==> config.mk <==
export PLATFORM = sky130hd
export DESIGN_NAME = pwm_generator
export DESIGN_NICKNAME = d
export VERILOG_FILES = /design/src/rtl/pwm_generator_pkg.sv /design/src/rtl/pwm_generator_channel.sv /design/src/rtl/pwm_generator.sv
export SDC_FILE = /design/constraint.sdc
export NUM_CORES = 1
export LEC_CHECK = 0
export ABC_CLOCK_PERIOD_IN_PS = 4100
export CAP_MARGIN = 30
export CORE_AREA = 3 3 345 347
export CTS_CLUSTER_SIZE = 25
export DETAILED_ROUTE_END_ITERATION = 16
export DIE_AREA = 0 0 348 350
export DONT_BUFFER_PORTS = 1
export PLACE_DENSITY = 0.47
export SYNTH_ARGS = -nofsm -noshare
export SYNTH_HDL_FRONTEND = slang
export SYNTH_SLANG_ARGS = --single-unit
==> constraint.sdc <==
create_clock -name clk_i -period 4.1 [get_ports clk_i]
set_input_delay 0.41 -clock clk_i [delete_from_list [all_inputs] [get_ports clk_i]]
set_output_delay 0.41 -clock clk_i [all_outputs]
set_load 0.05 [all_outputs]
==> src/rtl/pwm_generator_pkg.sv <==
// Shared definitions for the PCA9685-style PWM block: counter geometry,
// register byte layout, FSM encodings and a small prescale helper.
package pwm_generator_pkg;

  localparam int PWM_CNT_W = 12;
  localparam logic [PWM_CNT_W-1:0] PWM_CNT_MAX = 12'd4095;

  // Byte positions inside one channel's 32-bit register group
  localparam int BYTE_ON_L  = 0;
  localparam int BYTE_ON_H  = 1;
  localparam int BYTE_OFF_L = 2;
  localparam int BYTE_OFF_H = 3;

  // Bit inside ON_H / OFF_H that forces the channel fully on / off
  localparam int FULL_BIT = 4;

  localparam logic [0:0] ST_SLEEP = 1'b0;
  localparam logic [0:0] ST_RUN   = 1'b1;

  // One channel's register group; ON_L arrives first so it is the MSB byte
  typedef struct packed {
    logic [7:0] on_l;
    logic [7:0] on_h;
    logic [7:0] off_l;
    logic [7:0] off_h;
  } chan_regs_t;

  // Prescale values below the floor would run the counter too fast
  function automatic logic [7:0] clamp_prescale(input logic [7:0] value,
                                                input logic [7:0] floor_val);
    return (value < floor_val) ? floor_val : value;
  endfunction

endpackage

==> src/rtl/pwm_generator_channel.sv <==
// One PWM output: decodes its ON/OFF window from the shadow slice, compares
// against the shared counter and registers the pad level and drive enable.
module pwm_channel
  import pwm_generator_pkg::*;
(
  input  logic                 clk_i,
  input  logic                 rst_ni,
  input  logic [31:0]          shadow_i,
  input  logic [PWM_CNT_W-1:0] counter_i,
  input  logic                 run_i,
  input  logic                 invrt_i,
  input  logic                 outdrv_i,
  input  logic                 oe_ni,
  output logic                 pwm_o,
  output logic                 pwm_oe_o
);

  chan_regs_t           regs;
  logic [PWM_CNT_W-1:0] on_cnt;
  logic [PWM_CNT_W-1:0] off_cnt;
  logic                 full_on;
  logic                 full_off;
  logic                 raw;
  logic                 level;
  logic                 pwm_d;
  logic                 oe_d;
  logic                 unused_reserved;

  assign regs     = shadow_i;
  assign on_cnt   = {regs.on_h[3:0], regs.on_l};
  assign off_cnt  = {regs.off_h[3:0], regs.off_l};
  assign full_on  = regs.on_h[FULL_BIT];
  assign full_off = regs.off_h[FULL_BIT];

  // Upper bits of ON_H/OFF_H are reserved and carry no meaning here
  assign unused_reserved = ^{regs.on_h[7:5], regs.off_h[7:5]};

  // Raw channel level: full-off beats full-on, equal ON/OFF is off, and an
  // ON value above OFF describes a window that wraps through zero
  always_comb begin
    raw = 1'b0;
    if (!run_i || full_off) begin
      raw = 1'b0;
    end else if (full_on) begin
      raw = 1'b1;
    end else if (on_cnt == off_cnt) begin
      raw = 1'b0;
    end else if (on_cnt < off_cnt) begin
      raw = (counter_i >= on_cnt) && (counter_i < off_cnt);
    end else begin
      raw = (counter_i >= on_cnt) || (counter_i < off_cnt);
    end
  end

  // Pad stage: inversion first, then OE_n gating and push-pull/open-drain choice
  always_comb begin
    level = raw ^ invrt_i;
    pwm_d = 1'b0;
    oe_d  = 1'b0;
    if (!oe_ni) begin
      if (outdrv_i) begin
        pwm_d = level;
        oe_d  = 1'b1;
      end else begin
        oe_d = ~level;
      end
    end
  end

  // Registered pad outputs so the pins never carry comparator glitches
  always_ff @(posedge clk_i or negedge rst_ni) begin
    if (!rst_ni) begin
      pwm_o    <= 1'b0;
      pwm_oe_o <= 1'b0;
    end else begin
      pwm_o    <= pwm_d;
      pwm_oe_o <= oe_d;
    end
  end

endmodule

==> src/rtl/pwm_generator.sv <==
// PCA9685-compatible 16-channel PWM engine: oscillator divider, prescaler,
// shared 12-bit counter, SLEEP/RUN control and per-period register shadowing.
module pwm_generator
  import pwm_generator_pkg::*;
#(
  parameter int OSC_DIV      = 1,
  parameter int MIN_PRESCALE = 3
) (
  input  logic                 clk_i,
  input  logic                 rst_ni,
  input  logic [0:511]         led_regs_i,
  input  logic [7:0]           prescale_i,
  input  logic                 sleep_i,
  input  logic                 invrt_i,
  input  logic                 outdrv_i,
  input  logic                 oe_ni,
  output logic [15:0]          pwm_o,
  output logic [15:0]          pwm_oe_o,
  output logic [PWM_CNT_W-1:0] counter_o,
  output logic                 period_o
);

  localparam logic [7:0] OSC_LAST     = 8'(OSC_DIV - 1);
  localparam logic [7:0] PRESCALE_MIN = 8'(MIN_PRESCALE);

  logic [0:0]           state_q;
  logic [7:0]           osc_div_q;
  logic [7:0]           presc_div_q;
  logic [7:0]           prescale_q;
  logic [PWM_CNT_W-1:0] counter_q;
  logic [0:511]         shadow_q;
  logic                 period_q;

  logic                 run;
  logic                 wake;
  logic                 tick;
  logic                 advance;
  logic                 wrap;
  logic [7:0]           prescale_eff;

  // Timing strobes derived from the divider chain
  always_comb begin
    run          = (state_q == ST_RUN);
    wake         = !run && !sleep_i;
    tick         = run && (osc_div_q == OSC_LAST);
    advance      = tick && (presc_div_q == prescale_q);
    wrap         = advance && (counter_q == PWM_CNT_MAX);
    prescale_eff = clamp_prescale(prescale_i, PRESCALE_MIN);
  end

  // SLEEP/RUN control, divider chain, counter and the period-boundary
  // shadow/prescale reload; a wrap coinciding with sleep still reloads the shadow
  always_ff @(posedge clk_i or negedge rst_ni) begin
    if (!rst_ni) begin
      state_q     <= ST_SLEEP;
      osc_div_q   <= '0;
      presc_div_q <= '0;
      prescale_q  <= '0;
      counter_q   <= '0;
      shadow_q    <= '0;
      period_q    <= 1'b0;
    end else begin
      period_q <= 1'b0;
      if (wake) begin
        state_q     <= ST_RUN;
        osc_div_q   <= '0;
        presc_div_q <= '0;
        counter_q   <= '0;
        shadow_q    <= led_regs_i;
        prescale_q  <= prescale_eff;
      end else if (run && sleep_i) begin
        state_q     <= ST_SLEEP;
        osc_div_q   <= '0;
        presc_div_q <= '0;
        counter_q   <= '0;
        if (wrap) begin
          shadow_q <= led_regs_i;
          period_q <= 1'b1;
        end
      end else if (run) begin
        osc_div_q <= tick ? 8'd0 : osc_div_q + 8'd1;
        if (tick) begin
          presc_div_q <= advance ? 8'd0 : presc_div_q + 8'd1;
        end
        if (advance) begin
          counter_q <= counter_q + 12'd1;
        end
        if (wrap) begin
          shadow_q   <= led_regs_i;
          prescale_q <= prescale_eff;
          period_q   <= 1'b1;
        end
      end
    end
  end

  assign counter_o = counter_q;
  assign period_o  = period_q;

  for (genvar n = 0; n < 16; n++) begin : g_chan
    pwm_channel u_chan (
      .clk_i    (clk_i),
      .rst_ni   (rst_ni),
      .shadow_i (shadow_q[32*n +: 32]),
      .counter_i(counter_q),
      .run_i    (run),
      .invrt_i  (invrt_i),
      .outdrv_i (outdrv_i),
      .oe_ni    (oe_ni),
      .pwm_o    (pwm_o[n]),
      .pwm_oe_o (pwm_oe_o[n])
    );
  end

endmodule
==> summary.txt, run 1 <==
clock sinks: 486
count of cell types in the netlist: 62
hpwl dp: 84.08 mm
worst-path maximum fanout: 29
number of max-cap violations: 0
Die X: 348 um
final setup TNS: 0 ns
skew final: 0.02827 ns
Clk Tree Root Cell: clkbuf_16
Tcrit/Tclk final: 91.84%
Leak Pwr: 19.40 nW
PD cells: 667.0 nW/um^2
Worst Setup Slack, final: 0.3345 ns
WL/cell: 21.19 um
Seq/Total Area, Yosys: 37.44%
unrepaired setup endpoints after global routing: false
placed cell areas: 34,000 um^2
main combinational cell family by area after synthesis: adder cells
post-route insts no fill: 5,527
worst path cell trace: buf_4 -> ha_1 -> a211oi_1 -> o211ai_1 -> and2_1 -> maj3_1 -> a211oi_1 -> nor4_1 -> dlygate4sd3_1
Buffers & Inverters on Critical Path: 2
vias in the first global route: 27,140
Final GP Congestion: 0.8256
WHS: 0.02660 ns
crit end category: flop
port bufs: 0
synth warn: 0
most frequent cells in the layout: 567 x ha_1, 473 x dfrtp_1, 471 x nand2_1
sequential cell area: 12,210 um^2
finished layout cell area: 40,830 um^2
CTS tree: yes
largest net degree at the start of global routing: 487
Post-synth EDFFs: 0
Multi-input gate area: 17,710 um^2
Synth Flop Type: dfrtp_1
Residual DRC: 0
Post-Synth Adder-Cell Area: 22.11%
CTS Buf Count: 68
status: finished clean
fin util: 35.13%
FF+latch count, synth: 486
fin nets: 5,027
post-synthesis mux area share: 2.114%
final slew viol count: 0
CP startpoint kind: flop
total gr overflow: 0
Min-Delay Path Depth: 2
core area: 116,200 um^2
post-layout min period: 3.766 ns
die area: 121,800 um^2
starting density of the core: 27.96%
Top cell by count, worst path: a211oi_1
XOR/XNOR Fraction of Synth Area: 0.4583%
initial DRC count: 1,337
pre-CTS setup slack: 0.6950 ns
Synth Area in Compound Gates: 16.75%
cell count along the critical path: 9
Worst Path Class, Setup: reg -> reg
Routed Antenna Nets: 0
critical path's top delay family: buffers and inverters
Setup violations, final: 0
Resize count post-CTS: 0
initial antenna violation count: 24
Final Total Pwr: 27.23 mW
Tightest Hold Check Type: in -> reg
# rows: 125
critical path arrival: 4.27 ns
Max Buffers Root-to-Sink: 3
drt pass-1 iters: 5
Reg2Reg Depth: 9
Vias: 26,590
fillers: 11,800
# IOs: 571
share of cells above drive strength 1: 6.908%
H-tree Lvls: 3
synthesized area: 32,490 um^2
Final Hold Fails: 0
worst path required time: 4.60 ns
Mapped Cells: 3,508
Avg Inst Size Synth: 9.261 um^2
Max-Slew Margin vs Limit: 32.65%
most common cell after layout, fill and taps aside: ha_1
WL final: 117.1 mm
Vias/cell: 4.811
post-synthesis simple-gate area fraction: 13.08%
clk_lat worst skew: 0.62 ns
Max IR drop VDD: 0.2900 mV
Crit-path slowest cell: dfrtp_4
Worst-Margin Slew: 1.010 ns
P&R area growth vs syn: 25.67%
Post-synth ARST share: 100.0%
placed insts: 4,955
Syn Nets: 4,601
Peak Freq: 265.6 MHz
Die Y: 350 um
first-pass GRT wire length: 174.4 mm
Total GRT Usage: 19.04%
CTS clk-pin slew, worst paths: 0.06 ns
crit-path max cell delay: 0.91 ns
[routing by layer]
layer	vias up	part of all wire (%)	track usage, %
li1	13200	-	-
met1	12620	46	25.62
met2	607	46	30.92
met3	163	5.1	3.888
met4	6	2.7	5.427
met5	-	0.035	0
[final cells by class]
| class | count | area share [%] |
|---|---|---|
| clock inverter | 25 | 0.8703 |
| multi-input combinational | 2480 | 43.38 |
| antenna | 22 | 0.1348 |
| sequential | 486 | 29.89 |
| timing repair buffer | 493 | 12.41 |
| clock buffer | 92 | 4.912 |
| tap | 1524 | 4.670 |
| inverter | 405 | 3.723 |
[sequential cells by signal, summed over array words and instances, names as in the netlist]
name	flops
counter_o	12
g_chan.u_chan.pwm_o	16
g_chan.u_chan.pwm_oe_o	16
osc_div_q	8
period_o	1
presc_div_q	8
prescale_q	8
run	1
shadow_q	416
[cells in the mapped netlist, types with 30 or more instances]
cell type / number / area share [%]
a211oi_1: 34 / 0.79
a21o_1: 64 / 1.5
a21oi_1: 164 / 2.5
buf_4: 55 / 1.3
buf_6: 46 / 1.6
dfrtp_1: 486 / 37
ha_1: 567 / 22
inv_1: 403 / 4.7
mux2_2: 45 / 1.6
nand2_1: 471 / 5.4
nand2b_1: 33 / 0.64
nand3_1: 51 / 0.79
nand4_1: 66 / 1.3
nor2_1: 107 / 1.2
nor3_1: 38 / 0.59
o21ai_0: 277 / 4.3
o21ai_1: 190 / 2.9
o21ai_2: 30 / 0.81
[repair_timing]
item                                   in CTS  in global routing
hold buffers                              428                  2
endpoints found under the hold margin     925                337
setup buffers                               0                  0
[cell families (layout without fill, tap and decap cells)]
group,count (synthesis),after routing
compound gates,913,913
simple gates,911,911
fa+ha+maj,576,576
buf+inv,542,1015
flops,486,486
mux,63,63
xor+xnor,17,17
other cells,0,22
[final timing paths]
kind | startpoint | end | slack, ns
worst min-delay path | led_regs_i[288] | shadow_q[288] | 0.03
worst min register to register | shadow_q[507] | shadow_q[507] | 0.51
worst max register to register | counter_o[10] | g_chan[2].u_chan.pwm_oe_o | 0.33
max in group asynchronous | rst_ni | shadow_q[112] | 1.77
min in group asynchronous | rst_ni | shadow_q[195] | 0.34
worst max-delay path | counter_o[10] | g_chan[2].u_chan.pwm_oe_o | 0.33
[where the power goes]
| group | leakage, nW | internal (mW) | switching (mW) | total (mW) |
|---|---|---|---|---|
| combinational | 12.2 | 5.06 | 7.31 | 12.4 |
| clock | 1.17 | 3.93 | 2.44 | 6.36 |
| sequential | 6.00 | 6.93 | 1.57 | 8.50 |
No activity file was read; power rests on OpenSTA's default activity.
==> run 2: changes to the inputs <==
Settings changed: TNS_END_PERCENT set to 100.
==> results of run 2 <==
Final layout, timing and power as in run 1 (identical DEF).
